<file path="config.mk">
export PLATFORM = sky130hd
export DESIGN_NAME = neopixel_stream_decoder_flat
export DESIGN_NICKNAME = d
export VERILOG_FILES = /design/src/rtl/neopixel_stream_decoder_pkg.sv /design/src/rtl/neopixel_stream_decoder_if.sv /design/src/rtl/neopixel_stream_decoder_pulse_width_meter.sv /design/src/rtl/neopixel_stream_decoder.sv /design/src/flat_wrapper.sv
export SDC_FILE = /design/constraint.sdc
export NUM_CORES = 1
export LEC_CHECK = 0
export ABC_AREA = 1
export CAP_MARGIN = 40
export CORE_ASPECT_RATIO = 0.6
export CORE_MARGIN = 2
export CORE_UTILIZATION = 30
export CTS_BUF_LIST = sky130_fd_sc_hd__clkbuf_2 sky130_fd_sc_hd__clkbuf_4 sky130_fd_sc_hd__clkbuf_8
export CTS_CLUSTER_DIAMETER = 30
export DETAILED_ROUTE_END_ITERATION = 8
export GPL_ROUTABILITY_DRIVEN = 0
export HOLD_SLACK_MARGIN = 0.08
export PLACE_DENSITY = 0.47
export SKIP_CTS_REPAIR_TIMING = 1
export SYNTH_ARGS = -nofsm -noshare
export SYNTH_HDL_FRONTEND = slang
export SYNTH_SLANG_ARGS = --single-unit
</file>
<file path="constraint.sdc">
create_clock -name clock -period 4.5 [get_ports clock]
set_input_delay 0.45 -clock clock [delete_from_list [all_inputs] [get_ports clock]]
set_output_delay 0.45 -clock clock [all_outputs]
set_load 0.03 [all_outputs]
</file>
<file path="src/rtl/neopixel_stream_decoder_pkg.sv">
// Shared timing constants, pixel type and decoder state encoding for the
// NeoPixel stream decoder.
package neopixel_pkg;

  localparam int unsigned LATCH_CYCLES = 2500;
  localparam int unsigned T_MIN        = 8;
  localparam int unsigned T_SPLIT      = 27;
  localparam int unsigned T_MAX        = 50;

  localparam int unsigned WIDTH_W = 6;
  localparam int unsigned LOW_W   = 12;

  typedef struct packed {
    logic [7:0] g;
    logic [7:0] r;
    logic [7:0] b;
  } grb_t;

  typedef enum logic [1:0] {
    S_IDLE  = 2'd0,
    S_HIGH  = 2'd1,
    S_LOW   = 2'd2,
    S_DRAIN = 2'd3
  } dec_state_t;

  function automatic logic [LOW_W-1:0] low_sat_inc(input logic [LOW_W-1:0] v);
    logic [LOW_W-1:0] r;
    if (v == {LOW_W{1'b1}}) r = v;
    else                    r = v + LOW_W'(1);
    return r;
  endfunction

endpackage

</file>
<file path="src/rtl/neopixel_stream_decoder_if.sv">
// Decoded pixel / frame status bundle; master drives it, slave consumes it.
interface neopixel_stream_decoder_if;
  logic       pixel_valid;
  logic [2:0] pixel_index;
  logic [7:0] green;
  logic [7:0] red;
  logic [7:0] blue;
  logic       frame_done;
  logic       frame_error;
  logic       busy;

  modport master (
    output pixel_valid, pixel_index, green, red, blue,
    output frame_done, frame_error, busy
  );

  modport slave (
    input pixel_valid, pixel_index, green, red, blue,
    input frame_done, frame_error, busy
  );
endinterface

</file>
<file path="src/rtl/neopixel_stream_decoder_pulse_width_meter.sv">
// Synchronizes the raw serial line, detects its edges and measures how many
// cycles the current high pulse has lasted (saturating).
module pulse_width_meter
  import neopixel_pkg::*;
(
  input  logic               clock,
  input  logic               reset,
  input  logic               neo_data,
  output logic               level,
  output logic               rise,
  output logic               fall,
  output logic [WIDTH_W-1:0] width
);

  logic               sync1_q;
  logic               sync2_q;
  logic               prev_q;
  logic [WIDTH_W-1:0] width_q;
  logic [WIDTH_W-1:0] width_d;

  assign level = sync2_q;
  assign rise  = sync2_q & ~prev_q;
  assign fall  = ~sync2_q & prev_q;
  assign width = width_q;

  // On a falling edge width holds the number of high cycles just seen.
  always_comb begin
    width_d = width_q;
    if (rise) begin
      width_d = WIDTH_W'(1);
    end else if (sync2_q && (width_q != {WIDTH_W{1'b1}})) begin
      width_d = width_q + WIDTH_W'(1);
    end else begin
      width_d = width_q;
    end
  end

  always_ff @(posedge clock or posedge reset) begin
    if (reset) begin
      sync1_q <= 1'b0;
      sync2_q <= 1'b0;
      prev_q  <= 1'b0;
      width_q <= {WIDTH_W{1'b0}};
    end else begin
      sync1_q <= neo_data;
      sync2_q <= sync1_q;
      prev_q  <= sync2_q;
      width_q <= width_d;
    end
  end

endmodule

</file>
<file path="src/rtl/neopixel_stream_decoder.sv">
// NeoPixel (WS2812-style) serial decoder: classifies high-pulse widths into
// bits, assembles 24-bit GRB pixels and reports frame completion / errors.
module neopixel_stream_decoder #(
  parameter int unsigned NUM_PIXELS   = 5,
  parameter int unsigned LATCH_CYCLES = neopixel_pkg::LATCH_CYCLES,
  parameter int unsigned T_MIN        = neopixel_pkg::T_MIN,
  parameter int unsigned T_SPLIT      = neopixel_pkg::T_SPLIT,
  parameter int unsigned T_MAX        = neopixel_pkg::T_MAX
) (
  input  logic                      clock,
  input  logic                      reset,
  input  logic                      neo_data,
  neopixel_stream_decoder_if.master px
);
  import neopixel_pkg::*;

  dec_state_t         state_q, state_d;
  logic [LOW_W-1:0]   low_q, low_d;
  logic [23:0]        shift_q, shift_d;
  logic [4:0]         bit_cnt_q, bit_cnt_d;
  logic [2:0]         pix_cnt_q, pix_cnt_d;
  logic               err_q, err_d;
  logic               pixel_valid_q, pixel_valid_d;
  logic [2:0]         pixel_index_q, pixel_index_d;
  grb_t               pixel_q, pixel_d;
  logic               frame_done_q, frame_done_d;
  logic               frame_error_q, frame_error_d;
  logic               busy_q, busy_d;

  logic               level_s, rise_s, fall_s;
  logic [WIDTH_W-1:0] width_s;
  logic               bit_ok_s, bit_val_s, frame_end_s;
  logic [23:0]        word_s;

  pulse_width_meter u_meter (
    .clock    (clock),
    .reset    (reset),
    .neo_data (neo_data),
    .level    (level_s),
    .rise     (rise_s),
    .fall     (fall_s),
    .width    (width_s)
  );

  // Next-state, bit assembly and frame bookkeeping.
  always_comb begin
    state_d       = state_q;
    low_d         = low_q;
    shift_d       = shift_q;
    bit_cnt_d     = bit_cnt_q;
    pix_cnt_d     = pix_cnt_q;
    err_d         = err_q;
    pixel_valid_d = 1'b0;
    pixel_index_d = pixel_index_q;
    pixel_d       = pixel_q;
    frame_done_d  = 1'b0;
    frame_error_d = 1'b0;
    bit_ok_s      = 1'b0;
    bit_val_s     = 1'b0;
    frame_end_s   = 1'b0;

    case (state_q)
      S_IDLE: begin
        if (rise_s) state_d = S_HIGH;
        else        state_d = S_IDLE;
      end
      S_HIGH: begin
        // Over-long pulses abandon the frame until the line has been quiet.
        if (width_s > WIDTH_W'(T_MAX)) begin
          state_d = S_DRAIN;
          err_d   = 1'b1;
          low_d   = {LOW_W{1'b0}};
        end else if (fall_s) begin
          state_d = S_LOW;
          low_d   = LOW_W'(1);
          if (width_s < WIDTH_W'(T_MIN)) begin
            err_d = 1'b1;
          end else begin
            bit_ok_s  = 1'b1;
            bit_val_s = (width_s >= WIDTH_W'(T_SPLIT));
          end
        end else begin
          state_d = S_HIGH;
        end
      end
      S_LOW: begin
        if (rise_s)                              state_d = S_HIGH;
        else if (low_q >= LOW_W'(LATCH_CYCLES))  frame_end_s = 1'b1;
        else                                     low_d = low_sat_inc(low_q);
      end
      S_DRAIN: begin
        if (level_s)                             low_d = {LOW_W{1'b0}};
        else if (low_q >= LOW_W'(LATCH_CYCLES))  frame_end_s = 1'b1;
        else                                     low_d = low_sat_inc(low_q);
      end
      default: state_d = S_IDLE;
    endcase

    word_s = {shift_q[22:0], bit_val_s};
    if (bit_ok_s) begin
      if (bit_cnt_q == 5'd23) begin
        bit_cnt_d = 5'd0;
        shift_d   = 24'd0;
        if (pix_cnt_q < 3'(NUM_PIXELS)) begin
          pixel_valid_d = 1'b1;
          pixel_index_d = pix_cnt_q;
          pixel_d       = grb_t'(word_s);
          pix_cnt_d     = pix_cnt_q + 3'd1;
        end else begin
          err_d = 1'b1;
        end
      end else begin
        bit_cnt_d = bit_cnt_q + 5'd1;
        shift_d   = word_s;
      end
    end else begin
      shift_d = shift_d;
    end

    if (frame_end_s) begin
      frame_done_d  = 1'b1;
      frame_error_d = err_q | (bit_cnt_q != 5'd0) | (pix_cnt_q != 3'(NUM_PIXELS));
      state_d       = S_IDLE;
      err_d         = 1'b0;
      bit_cnt_d     = 5'd0;
      pix_cnt_d     = 3'd0;
      shift_d       = 24'd0;
      low_d         = {LOW_W{1'b0}};
    end else begin
      frame_done_d = 1'b0;
    end

    busy_d = (state_d != S_IDLE);
  end

  always_ff @(posedge clock or posedge reset) begin
    if (reset) begin
      state_q       <= S_IDLE;
      low_q         <= {LOW_W{1'b0}};
      shift_q       <= 24'd0;
      bit_cnt_q     <= 5'd0;
      pix_cnt_q     <= 3'd0;
      err_q         <= 1'b0;
      pixel_valid_q <= 1'b0;
      pixel_index_q <= 3'd0;
      pixel_q       <= grb_t'(24'd0);
      frame_done_q  <= 1'b0;
      frame_error_q <= 1'b0;
      busy_q        <= 1'b0;
    end else begin
      state_q       <= state_d;
      low_q         <= low_d;
      shift_q       <= shift_d;
      bit_cnt_q     <= bit_cnt_d;
      pix_cnt_q     <= pix_cnt_d;
      err_q         <= err_d;
      pixel_valid_q <= pixel_valid_d;
      pixel_index_q <= pixel_index_d;
      pixel_q       <= pixel_d;
      frame_done_q  <= frame_done_d;
      frame_error_q <= frame_error_d;
      busy_q        <= busy_d;
    end
  end

  assign px.pixel_valid = pixel_valid_q;
  assign px.pixel_index = pixel_index_q;
  assign px.green       = pixel_q.g;
  assign px.red         = pixel_q.r;
  assign px.blue        = pixel_q.b;
  assign px.frame_done  = frame_done_q;
  assign px.frame_error = frame_error_q;
  assign px.busy        = busy_q;

endmodule

</file>
<file path="src/flat_wrapper.sv">
// flat-port wrapper written by rule: the top's interface ports become plain ports
module neopixel_stream_decoder_flat import neopixel_pkg::*;
#(
  parameter int unsigned NUM_PIXELS   = 5,
  parameter int unsigned LATCH_CYCLES = neopixel_pkg::LATCH_CYCLES,
  parameter int unsigned T_MIN        = neopixel_pkg::T_MIN,
  parameter int unsigned T_SPLIT      = neopixel_pkg::T_SPLIT,
  parameter int unsigned T_MAX        = neopixel_pkg::T_MAX
)
  (clock, reset, neo_data, px_pixel_valid, px_pixel_index, px_green, px_red, px_blue, px_frame_done, px_frame_error, px_busy);
  neopixel_stream_decoder_if px_i ();
  input  logic clock;
  input  logic reset;
  input  logic neo_data;
  output wire logic [$bits(px_i.pixel_valid)-1:0] px_pixel_valid;
  output wire logic [$bits(px_i.pixel_index)-1:0] px_pixel_index;
  output wire logic [$bits(px_i.green)-1:0] px_green;
  output wire logic [$bits(px_i.red)-1:0] px_red;
  output wire logic [$bits(px_i.blue)-1:0] px_blue;
  output wire logic [$bits(px_i.frame_done)-1:0] px_frame_done;
  output wire logic [$bits(px_i.frame_error)-1:0] px_frame_error;
  output wire logic [$bits(px_i.busy)-1:0] px_busy;
  assign px_pixel_valid = px_i.pixel_valid;
  assign px_pixel_index = px_i.pixel_index;
  assign px_green = px_i.green;
  assign px_red = px_i.red;
  assign px_blue = px_i.blue;
  assign px_frame_done = px_i.frame_done;
  assign px_frame_error = px_i.frame_error;
  assign px_busy = px_i.busy;
  neopixel_stream_decoder #(.NUM_PIXELS(NUM_PIXELS), .LATCH_CYCLES(LATCH_CYCLES), .T_MIN(T_MIN), .T_SPLIT(T_SPLIT), .T_MAX(T_MAX)) u_core (.clock(clock), .reset(reset), .neo_data(neo_data), .px(px_i));
endmodule
</file>
### After elaboration in Yosys (flattened, before gate mapping)

Cells that the tools add are included.

| word-level totals | value |
|---|---|
| input port bits | 3 |
| output and inout port bits | 31 |
| flip-flop bits (word level) | 86 |
| word-level logic and storage cells | 105 |

| cells by class | value |
|---|---|
| muxes and demuxes | 51 |
| $add $sub $neg | 4 |
| $lt $le $gt $ge | 5 |
| reduce and logical (&&, ||, !) cells | 12 |
| bitwise gates (word level) | 6 |
| equal/unequal tests | 9 |

Operator list:

| cell | number |
|---|---|
| 12-bit two-way mux | 7 |
| 23-bit two-way mux | 3 |
| 12-bit one-hot mux with 3 select lines | 1 |
| 1-bit two-way mux | 25 |
| 5-bit two-way mux | 3 |
| 12-bit by 1-bit adder with 12-bit output, second input constant | 1 |
| 12-bit equality test, second input constant | 1 |
| 12-bit greater-or-equal comparator, second input constant | 1 |
| 3-bit two-way mux | 4 |
| 6-bit two-way mux | 2 |
| 2-bit nonzero test | 5 |
| 3-bit AND reduction | 3 |
| 2-bit two-way mux | 4 |
| 6-bit by 1-bit adder with 6-bit output, second input constant | 1 |
| 6-bit by 5-bit greater-or-equal comparator with 1-bit output, second input constant | 1 |
| 6-bit greater-than comparator, second input constant | 1 |
| 6-bit by 4-bit less-than comparator with 1-bit output, second input constant | 1 |
| 3-bit != test, second input constant | 2 |
| 6-bit != test, second input constant | 1 |
| 2-bit one-hot mux with 3 select lines | 1 |
| 5-bit by 1-bit adder with 5-bit output, second input constant | 1 |
| 5-bit equality test, second input constant | 1 |
| 5-bit nonzero test | 1 |
| 2-bit equality test, second input constant | 2 |
| 11 further kinds | 14 |

### Logic depth before layout (Yosys ltp)

| logic depth | value |
|---|---|
| word-level depth | 9 |
| mapped depth | 11 |
| depth with buffers taken out | 11 |

### Modules after synthesis

Synthesis repeated with hierarchy kept, for this count alone.

| unflattened totals | value |
|---|---|
| cells, all modules | 478 |
| area, all modules | 4110.2 µm² |

Modules (own cells, without submodules):

| module | area an instance (µm²) | times used | cells an instance | seq. area each (µm²) |
|---|---|---|---|---|
| neopixel_stream_decoder | 3609.7 | 1 | 419 | 1926.8 |
| pulse_width_meter | 500.5 | 1 | 59 | 225.2 |

### Least setup slack after synthesis

No wires, ideal clock.

| timing path | value |
|---|---|
| path kind | register -> register |
| from | reg u_core.bit_cnt_q[0] |
| to | reg u_core.pixel_q, in the netlist u_core.px.blue[7] |
| library setup time | 0.119 ns |
| clock period less this slack | 1.514 ns |
| arrival time | 1.396 ns |
| data required time | 4.381 ns |
| buffers on the path | 1 |
| stages on the path, launching flop included | 12 |
| setup slack | 2.986 ns |
| cells stage by stage | dfrtp_1 ha_1 nand2_1 inv_1 nand2_1 nor2_2 nand2_1 nor2_4 inv_4 buf_6 nand2_1 o21ai_2 |

| on the way | value |
|---|---|
| word-level cells in the longest chain between the ends | 2 |

RTL lines:

| what | line | source |
|---|---|---|
| from (decl) | neopixel_stream_decoder.sv:20 | `logic [4:0] bit_cnt_q, bit_cnt_d;` |
| from (signal assigned) | neopixel_stream_decoder.sv:154 | `bit_cnt_q <= bit_cnt_d;` |
| 5-bit equality test | neopixel_stream_decoder.sv:101 | `if (bit_cnt_q == 5'd23) begin` |
| 3-bit AND reduction (no line) | -- |  |
| to (signal assigned) | neopixel_stream_decoder.sv:146 | `pixel_q <= grb_t'(24'd0);` |
| to (signal assigned) | neopixel_stream_decoder.sv:159 | `pixel_q <= pixel_d;` |
| to (decl) | neopixel_stream_decoder.sv:25 | `grb_t pixel_q, pixel_d;` |

No other way between the ends.
A chain may end at the register's enable or synchronous reset.

### Worst setup path after layout

| timing path | value |
|---|---|
| from | reg u_core.u_meter.sync2_q (netlist: u_core.u_meter.level) |
| to | reg u_core.bit_cnt_q[1] |

| on the way | value |
|---|---|
| word-level cells in the longest chain between the ends | 6 |
| elaborated cells on any way between the ends | 11 |
| classes of those cells | mux: 7; bitwise: 3; reduce/logical: 1 |

RTL lines:

| what | line | source |
|---|---|---|
| from (decl) | neopixel_stream_decoder_pulse_width_meter.sv:16 | `logic sync2_q;` |
| from (signal assigned) | neopixel_stream_decoder_pulse_width_meter.sv:46 | `sync2_q <= sync1_q;` |
| 1-bit inverter | neopixel_stream_decoder_pulse_width_meter.sv:23 | `assign fall = ~sync2_q & prev_q;` |
| 1-bit AND | neopixel_stream_decoder_pulse_width_meter.sv:23 |  |
| 1-bit two-way mux | neopixel_stream_decoder.sv:73 | `end else if (fall_s) begin` |
| 1-bit two-way mux | neopixel_stream_decoder.sv:69 | `if (width_s > WIDTH_W'(T_MAX)) begin` |
| 1-bit two-way mux | neopixel_stream_decoder.sv:62 | `case (state_q)` |
| 2-bit nonzero test (no line) | -- |  |

Several ways; a longest one is shown, not always the timed one.

==> impl_metrics.csv <==
group,metric,value,unit
outcome,status,"complete, no violations",
worst_setup_path,end_kind,"flip-flop",
cts,cts_tree,"built",
cts,cts_buffer_depth,2,
timing,slew_headroom,0.601,
drt,drtAntennaViolNets,0,
worst_setup_path,path_common_cell,"nand2_2",
drt,post_drt_wl_per_cell,12.4,um
synthesis,syn_inst,430,
layout,seqCellArea,0.00215,sq mm
drt,first_iter_violations,143,
drt,dr_total_vias,2867,
synthesis,yosysSeqAreaShare,0.545,
layout,n_antenna_cell,0,
drt,wl,7940,um
layout,multiInputGateArea,0.00142,sq mm
timing,fin_crit,1.90,ns
worst_setup_path,slowest_stage,"nand2_2",
drt,first_pass_iters,4,
cts,htree_levels,3,
layout,layout-drive-gt1-share,0.128,
synthesis,async_reset_ff_frac,1.00,
worst_setup_path,path_cells,"nand2_2, inv_2, nor2_1, nand3_2, nand2_2, o21ai_0",
synthesis,synthTopCellsByArea,"dfrtp_1 55%, nand2_1 8.5%, inv_1 5.8%, o21ai_2 3.8%, o22ai_1 3.6%",
synthesis,ys.flop_type,"dfrtp_1",
timing,tightest_slew,0.599,ns
layout,synthToLayoutAreaGrowth,16.6,%
global_routing,grt_usage,0.122,
floorplan,placementRows,32,
cts,cts.sinks,86,
global_routing,grt_antenna_before_repair,0,
power_and_ir_drop,leakagePower,2.11,nW
drt,via_per_inst,4.49,
placed_design,port_buffers,33,
worst_setup_path,cp.required,4.72,ns
floorplan,fp.dieW,152,um
floorplan,io_pins,34,
synthesis,synth_edf_count,0,
synthesis,ys_warn_count,0,
power_and_ir_drop,ir_drop,0.000158,V
floorplan,fp.coreArea,0.0129,sq mm
drt,drc_errors,0,
timing,rsz0062_at_grt,"false",
global_routing,grt_pass1_wl,13700,um
worst_setup_path,cp_slowest_stage_delay,0.53,ns
hold_path,hold_class,"primary input to async pin",
layout,nNetsFinal,474,
power_and_ir_drop,power_density,358,mW/mm^2
timing,fin_setup_tns,0,ns
cts,insertion_delay,0.35,ns
timing,max_freq,525,MHz
synthesis,synth_nets,440,
placed_design,hpwl,5550,um
cts,numCtsBuffers,9,
global_routing,grt_max_degree,54,
layout,utilization,0.358,
synthesis,yosysMostFrequentCell,"nand2_1",
timing,hold_violations,0,
worst_setup_path,crit_type,"flip-flop to flip-flop",
global_routing,overflow,0,
synthesis,yosysTopAreaCell,"dfrtp_1",
synthesis,yosys-top-cells-count,"89 x nand2_1, 86 x dfrtp_1, 61 x inv_1, 34 x nor2_1, 23 x o22ai_1",
global_routing,first_global_vias,2737,
cts,cts-root-buf,"clkbuf_8",
layout,fill_cells,1331,
worst_setup_path,startpoint_type,"flip-flop",
cts,clk_pin_slew,0.09,ns
worst_setup_path,crit_arrival,2.12,ns
floorplan,initial_core_util,0.307,
timing,finalSetupViolCount,0,
timing,finalCritPeriodShare,0.423,
worst_setup_path,cp_max_fo,25,
synthesis,syn_area,0.00395,sq mm
synthesis,syn_area_per_cell,9.18,sq um
timing,fin_skew,0.00583,ns
run,maxCapViolCount,0,
floorplan,chipHeight,92.8,um
synthesis,synth.distinct_cells,32,
timing,slew_violations,0,
synthesis,synth_seq_cells,86,
floorplan,dieArea,0.0141,sq mm
synthesis,yosysTopAreaCellShare,0.545,
-- per-layer routing --
metal | track usage | up-vias | share of wire
met5 | 0 | - | 0
met1 | 0.183 | 1357 | 0.55
met3 | 0.0360 | 6 | 0.032
met2 | 0.170 | 46 | 0.41
li1 | - | 1458 | -
met4 | 0.0350 | 0 | 0.0092
-- area by class of cell --
type	instances	area share
Tap cell	170	0.0462
Sequential cell	86	0.468
Inverter	67	0.0555
Clock buffer	10	0.0299
Timing Repair Buffer	35	0.0794
Multi-Input combinational cell	265	0.309
Clock inverter	6	0.0117
-- registers in the layout, summed over array words and instances (netlist names), 5 cells and up --
signal	cells
u_core.shift_q	23
u_core.px.red	8
u_core.px.blue	8
u_core.bit_cnt_q	5
u_core.low_q	12
u_core.px.green	8
u_core.u_meter.width	6
-- path summary, 6_finish.rpt --
check	endpoint	startpoint	slack [ns]	cells past startpoint
max in group asynchronous	u_core.px.green[1]	reset	3.22	4
worst min register to register	u_core.u_meter.level	u_core.u_meter.sync1_q	0.42	0
worst max register to register	u_core.bit_cnt_q[1]	u_core.u_meter.level	2.60	6
worst max-delay path	u_core.bit_cnt_q[1]	u_core.u_meter.level	2.60	6
min in group clock	u_core.u_meter.level	u_core.u_meter.sync1_q	0.42	0
worst min-delay path	u_core.px.blue[2]	reset	0.31	2
-- layout by cell type, fill, tap and decap left out, types with 2 or more instances in the layout --
master	n
o21ai_2	17
nand2_2	7
nand2_4	2
o22ai_1	23
inv_6	2
inv_2	5
nor2_1	34
ha_1	7
clkinv_4	2
nand3_1	22
inv_1	60
a31oi_1	4
a21oi_1	13
clkbuf_8	10
o21ai_1	12
o21ai_0	12
clkdlybuf4s50_1	33
nand3_4	2
dfrtp_1	86
nor2_2	2
nor2_4	2
nand4_1	5
nand2_1	89
nor3_1	3
-- cells by family after synthesis --
family,count (synthesis),synth area share
fa+ha+maj,7,0.0222
flops,86,0.545
compound gates,85,0.137
xor+xnor,1,0.00222
buf+inv,79,0.0939
simple gates,172,0.199
-- critical path, delay by kind of cell, from the launching register on --
family                 cells  cell delay [ns]
flip-flops                 1             0.46
AND/OR/NAND/NOR            4             1.10
buffers and inverters      1             0.06
AO/OA/AOI/OAI              1             0.15
-- metrics by stage --
stage               hold WS, ns  total power, mW  cells  worst slack [ns]  area [sq um]
detailed placement        0.379             1.14    623              2.60          4410
finish                    0.313             1.65    639              2.60          4600
global placement          0.405             1.14    622              2.47          4380
global route              0.304             1.75    639              2.35          4600
floorplan                 0.331             1.07    430              1.83          3950
CTS                       0.300             1.68    639              2.57          4600
-- power breakdown --
group          total (mW)  internal, mW  switching (mW)
Clock               0.522         0.225           0.297
Sequential          0.850         0.809          0.0413
Combinational       0.274        0.0869           0.187
(Power assumes the default switching activity.)
